[config.mk]
export PLATFORM = sky130hd
export DESIGN_NAME = fetch_stage
export DESIGN_NICKNAME = d
export VERILOG_FILES = /design/src/rtl/fetch_stage.sv
export SDC_FILE = /design/constraint.sdc
export NUM_CORES = 1
export LEC_CHECK = 0
export ABC_AREA = 1
export BUFFER_PORTS_ARGS = -buffer_cell sky130_fd_sc_hd__buf_2
export CAP_MARGIN = 10
export CELL_PAD_IN_SITES_DETAIL_PLACEMENT = 1
export CELL_PAD_IN_SITES_GLOBAL_PLACEMENT = 1
export CORE_ASPECT_RATIO = 1.25
export CORE_MARGIN = 2
export CORE_UTILIZATION = 35
export CTS_CLUSTER_DIAMETER = 100
export DETAILED_ROUTE_END_ITERATION = 8
export GPL_TIMING_DRIVEN = 0
export PLACE_DENSITY = 0.93
export SLEW_MARGIN = 20
export SYNTH_ARGS = -nofsm -noshare
export SYNTH_HDL_FRONTEND = slang
export SYNTH_SLANG_ARGS = --single-unit
[constraint.sdc]
create_clock -name clk_i -period 2.4 [get_ports clk_i]
set_input_delay 0.24 -clock clk_i [delete_from_list [all_inputs] [get_ports clk_i]]
set_output_delay 0.24 -clock clk_i [all_outputs]
set_load 0.1 [all_outputs]
[src/rtl/fetch_stage.sv]
// -----------------------------------------------------------------------------
// fetch_stage
//
// Instruction-fetch stage of a 5-stage pipeline.
// - Holds the program counter (pc_r) and drives its low IMEM_W bits to a
//   combinational instruction memory.
// - Captures the returned word and its PC in the IF/ID pipeline register.
// - Supports a decode hazard stall.
// - Supports a branch/jump redirect from EX that flushes the wrong-path word.
//
// Optional feature macro: FETCH_CNT_EN
//   defined   -> fetch_cnt_o counts instructions accepted into IF/ID.
//   undefined -> no counter logic; fetch_cnt_o is tied to zero.
//
// Parameters:
//   IMEM_W    instruction-memory byte-address width
//   RESET_PC  PC loaded on reset (word aligned)
//   NOP_INSTR word shown on if_id_instr_o while the IF/ID slot is invalid
//
// Ports:
//   clk_i          clock, rising edge
//   rst_i          synchronous active-high reset
//   stall_i        hold PC and IF/ID
//   redirect_i     load PC from redirect_pc_i, flush IF/ID
//   redirect_pc_i  redirect target byte address
//   imem_addr_o    byte address to instruction memory (pc_r[IMEM_W-1:0])
//   imem_rdata_i   instruction word, combinational from imem_addr_o
//   pc_o           current fetch PC
//   if_id_pc_o     PC of the IF/ID instruction
//   if_id_pc4_o    if_id_pc_o + 4 (mod 2^32)
//   if_id_instr_o  IF/ID instruction, NOP_INSTR when invalid
//   if_id_valid_o  IF/ID slot valid
//   misalign_o     one-cycle pulse: accepted redirect target not word aligned
//   fetch_cnt_o    number of instructions accepted into IF/ID
// -----------------------------------------------------------------------------
module fetch_stage #(
    parameter int          IMEM_W    = 13,
    parameter logic [31:0] RESET_PC  = 32'h0000_0000,
    parameter logic [31:0] NOP_INSTR = 32'h0000_0013
) (
    input  logic              clk_i,
    input  logic              rst_i,
    input  logic              stall_i,
    input  logic              redirect_i,
    input  logic [31:0]       redirect_pc_i,
    output logic [IMEM_W-1:0] imem_addr_o,
    input  logic [31:0]       imem_rdata_i,
    output logic [31:0]       pc_o,
    output logic [31:0]       if_id_pc_o,
    output logic [31:0]       if_id_pc4_o,
    output logic [31:0]       if_id_instr_o,
    output logic              if_id_valid_o,
    output logic              misalign_o,
    output logic [31:0]       fetch_cnt_o
);

    // Force a byte address onto a word boundary; pc_r[1:0] stays zero.
    function automatic logic [31:0] word_align(input logic [31:0] addr);
        return {addr[31:2], 2'b00};
    endfunction

    // Non-zero low bits mean the target was not word aligned.
    function automatic logic is_misaligned(input logic [31:0] addr);
        return |addr[1:0];
    endfunction

    logic [31:0] pc_r;
    logic        run_r;
    logic [31:0] if_id_pc_r;
    logic [31:0] if_id_pc4_r;
    logic [31:0] if_id_instr_r;
    logic        if_id_valid_r;
    logic        misalign_r;
    logic        advance_s;

    // A normal fetch only happens once the stage is running; the first cycle
    // after reset is spent presenting RESET_PC to the memory.
    assign advance_s = run_r & ~stall_i & ~redirect_i;

    // PC, run flag, IF/ID register and misalignment pulse.
    always_ff @(posedge clk_i) begin
        if (rst_i) begin
            pc_r          <= RESET_PC;
            run_r         <= 1'b0;
            if_id_pc_r    <= 32'h0000_0000;
            if_id_pc4_r   <= 32'h0000_0004;
            if_id_instr_r <= NOP_INSTR;
            if_id_valid_r <= 1'b0;
            misalign_r    <= 1'b0;
        end else begin
            run_r <= 1'b1;
            if (redirect_i) begin
                // Redirect wins over stall; the word fetched this cycle is
                // wrong-path and is dropped. IF/ID pc/pc4 are left unchanged.
                pc_r          <= word_align(redirect_pc_i);
                if_id_instr_r <= NOP_INSTR;
                if_id_valid_r <= 1'b0;
                misalign_r    <= is_misaligned(redirect_pc_i);
            end else if (advance_s) begin
                pc_r          <= pc_r + 32'd4;
                if_id_pc_r    <= pc_r;
                if_id_pc4_r   <= pc_r + 32'd4;
                if_id_instr_r <= imem_rdata_i;
                if_id_valid_r <= 1'b1;
                misalign_r    <= 1'b0;
            end else begin
                // Stall, or the idle first cycle after reset: hold everything.
                misalign_r    <= 1'b0;
            end
        end
    end

`ifdef FETCH_CNT_EN
    logic [31:0] fetch_cnt_r;

    // Count every edge that loads a valid instruction into IF/ID.
    always_ff @(posedge clk_i) begin
        if (rst_i) begin
            fetch_cnt_r <= 32'd0;
        end else if (advance_s) begin
            fetch_cnt_r <= fetch_cnt_r + 32'd1;
        end else begin
            fetch_cnt_r <= fetch_cnt_r;
        end
    end

    assign fetch_cnt_o = fetch_cnt_r;
`else
    assign fetch_cnt_o = 32'd0;
`endif

    // The address depends only on pc_r, never directly on stall/redirect.
    assign imem_addr_o   = pc_r[IMEM_W-1:0];
    assign pc_o          = pc_r;
    assign if_id_pc_o    = if_id_pc_r;
    assign if_id_pc4_o   = if_id_pc4_r;
    assign if_id_instr_o = if_id_instr_r;
    assign if_id_valid_o = if_id_valid_r;
    assign misalign_o    = misalign_r;

endmodule

==> metrics.yaml <==
antenna_left: 0
synth-compound-area-share_pct: 16.0
rr_startpoint: "pc_o[2]"
worstHoldPathCells: 3
first_global_vias: 6341
nets: 1112
synth_top_family_by_area: "simple AND/OR/NAND/NOR gates"
final_layout_size_suffix_gt1_share_pct: 30.3
r2r_slack_ns: 0.42
first_pass_iters: 4
arrival_ns: 2.34
drc: 0
hp-class: "input pin to flop"
slew_headroom_pct: 55.1
io_pins: 243
synthCells: 783
ys_types: 25
startpoint: "pc_o[2]"
cp-start-kind: "flop"
hold_path_end: "if_id_instr_o[4]"
gp_congestion: 0.888
path_clk_slew_ns: 0.06
fmax_mhz: 504
portBuffers: 202
r2r_cells: 7
die_area_um2: 17000
hp-start: "imem_rdata_i[4]"
syn_area_um2: 5580
end_kind: "flop"
gr-usage-all-layers_pct: 25.5
cts_sinks: 125
p_leak_uw: 0.00368
worstPathCellList: "ha_1, nand3_1, nor2_1, nand3_1, xor2_1, nand2_1, a21oi_1"
synth_xor_area_share_pct: 1.26
grt_max_degree: 17
drt-vias-per-instance: 4.80
initial_core_util_pct: 35.8
postCtsSetupBuffers: 0
skew_ns: 0.00974
synthAdderAreaFrac_pct: 0.224
slew_violations: 0
slowest_delay_ns: 0.56
die_w_um: 117
cts_hold_buf: 0
finalSetupTns_ns: 0
ir_drop_mv: 0.435
drt-initial-drc-count: 256
synthMuxAreaShare_pct: 0
die_height_um: 145
required_ns: 2.75
post_cts_resized: 0
overflow: 0
crit_family: "simple AND/OR/NAND/NOR gates"
critPathSlowestCell: "dfxtp_1"
grt_pass1_wl_mm: 33.1
rsz0062_at_grt: "false"
final-hold-violation-count: 0
fin_crit_sh_pct: 82.7
ys_warn_count: 0
ys_ff_latch: 125
crit_type: "flop to flop"
area.growth.synth_to_final_pct: 37.1
drt-total-wl_mm: 21.5
r2r_end: "pc_o[16]"
finalSetupViolCount: 0
core_um2: 15600
period_needed_ns: 1.98
power_density_nw_per_um2: 838
crit_top_cell: "nand3_1"
cts-buffers-inserted: 17
path_buf_inv: 0
vias: 6098
clkLatencyLatePin_ns: 0.43
cts_max_level: 4
cts_buffer_depth: 2
cts_root_buf: "clkbuf_16"
power.total_uw: 6410
tightest_slew_ns: 0.673
maxCapViolCount: 0
status: "finished clean"
ys_seq_area_share_pct: 44.9
hpwl_mm: 16.3
row_count: 51
path_max_fanout: 8
routedWlPerCell_um: 16.9
postSynthAreaPerCell_um2: 7.12
postLayoutCoreUtil_pct: 49.1
yosys.area_share.simple_pct: 24.5
antenna_found_initial: 3
cts_tree: "yes"
-- final cells by class --
| class | instances | area [um2] |
|---|---|---|
| fillers | 2103 | 7920 |
| flip-flops and latches | 125 | 2500 |
| multi-input cells | 559 | 2490 |
| repair buffers | 202 | 1010 |
| plain buffers | 86 | 538 |
| clock buffers | 19 | 453 |
| well taps | 212 | 265 |
| inverters | 52 | 195 |
| clock inverters | 13 | 188 |
| diodes | 3 | 7.51 |
-- cells by family after synthesis --
kind of cell / Yosys count
DFF: 125
adders and majority gates: 1
and+or+nand+nor: 341
xor gates and xnor gates: 8
buffers and inverters: 138
other: 1
AOI/OAI and AO/OA: 169
-- worst max-delay path by stage --
stage	endpoint	cells past startpoint
detailed placement	if_id_pc4_o[16]	7
floorplan	if_id_pc4_o[14]	8
finish	pc_o[16]	7
global route	pc_o[16]	7
CTS	pc_o[16]	7
global placement	pc_o[16]	7
-- state kept, by name (all words and copies together) (netlist names) --
| register | cells |
|---|---|
| if_id_instr_o | 32 |
| if_id_pc4_o | 30 |
| if_id_valid_o | 1 |
| misalign_o | 1 |
| run_r | 1 |
| if_id_pc_o | 30 |
| pc_o | 30 |
-- metal layers --
layer	up-vias	part of all wire [%]	GRT usage, %	wire length (um)
li1	2941	-	-	-
met1	2880	37	26.1	8040
met2	223	52	45.9	11200
met3	54	6.7	7.02	1440
met4	0	3.8	13.4	820
met5	-	0	0	0
-- cells in the mapped netlist --
cell	number	area share (%)
nor2_4	3	0.61
o21ai_0	58	5.2
ha_1	1	0.22
a22o_1	7	1.1
a31oi_1	7	0.79
buf_2	16	1.4
buf_4	52	7.0
buf_1	1	0.067
a21oi_1	94	8.4
inv_2	2	0.13
o21ai_2	1	0.16
xnor2_1	2	0.31
o211ai_1	1	0.13
nand2_2	2	0.22
dfxtp_1	125	45
o21a_1	1	0.13
conb_1	1	0.067
nor2_2	10	1.1
inv_1	50	3.4
nand2_1	213	14
xor2_1	6	0.94
nor2_1	88	5.9
nor3_1	2	0.18
clkbuf_1	17	1.1
nand3_1	23	2.1
-- power breakdown --
group | total (uW) | switching, uW | leakage [uW] | internal (uW)
Clock | 2800 | 1010 | 0.000306 | 1800
Combinational | 1380 | 1140 | 0.00235 | 232
Sequential | 2230 | 77.0 | 0.00102 | 2150
-- stage by stage --
step / setup WS, ns / instances / hold WS (ns) / cell area (um2)
after floorplan: 0.171 / 822 / 0.353 / 5720
after global placement: 0.529 / 1236 / 0.440 / 7000
after detailed placement: 0.484 / 1236 / 0.446 / 7000
after CTS: 0.449 / 1268 / 0.0123 / 7640
after global routing: 0.273 / 1271 / 0.0285 / 7650
final: 0.416 / 1271 / 0.0260 / 7650
-- worst min-delay path: cells and delay by family --
kind / cells / cell delay (ns)
AND/OR/NAND/NOR: 2 / 0.11
buffers and inverters: 1 / 0.08
-- cell usage in the layout, fill, tap and decap left out, types with 2 or more instances in the layout --
| cell | n |
|---|---|
| clkinv_4 | 2 |
| inv_2 | 2 |
| a31oi_1 | 7 |
| nor2_4 | 3 |
| bufinv_16 | 4 |
| clkbuf_1 | 17 |
| buf_4 | 52 |
| nor2_2 | 10 |
| dfxtp_1 | 125 |
| o21ai_0 | 58 |
| conb_1 | 40 |
| a21oi_1 | 94 |
| inv_6 | 2 |
| clkinvlp_4 | 3 |
| nand2_2 | 2 |
| buf_2 | 218 |
| clkbuf_8 | 2 |
| nand2_1 | 213 |
| clkinv_2 | 2 |
| inv_1 | 50 |
| nand3_1 | 23 |
| clkbuf_16 | 17 |
| nor3_1 | 2 |
| xor2_1 | 6 |
| diode_2 | 3 |
| a22o_1 | 7 |
| xnor2_1 | 2 |
| nor2_1 | 88 |
(Power assumes the default switching activity.)
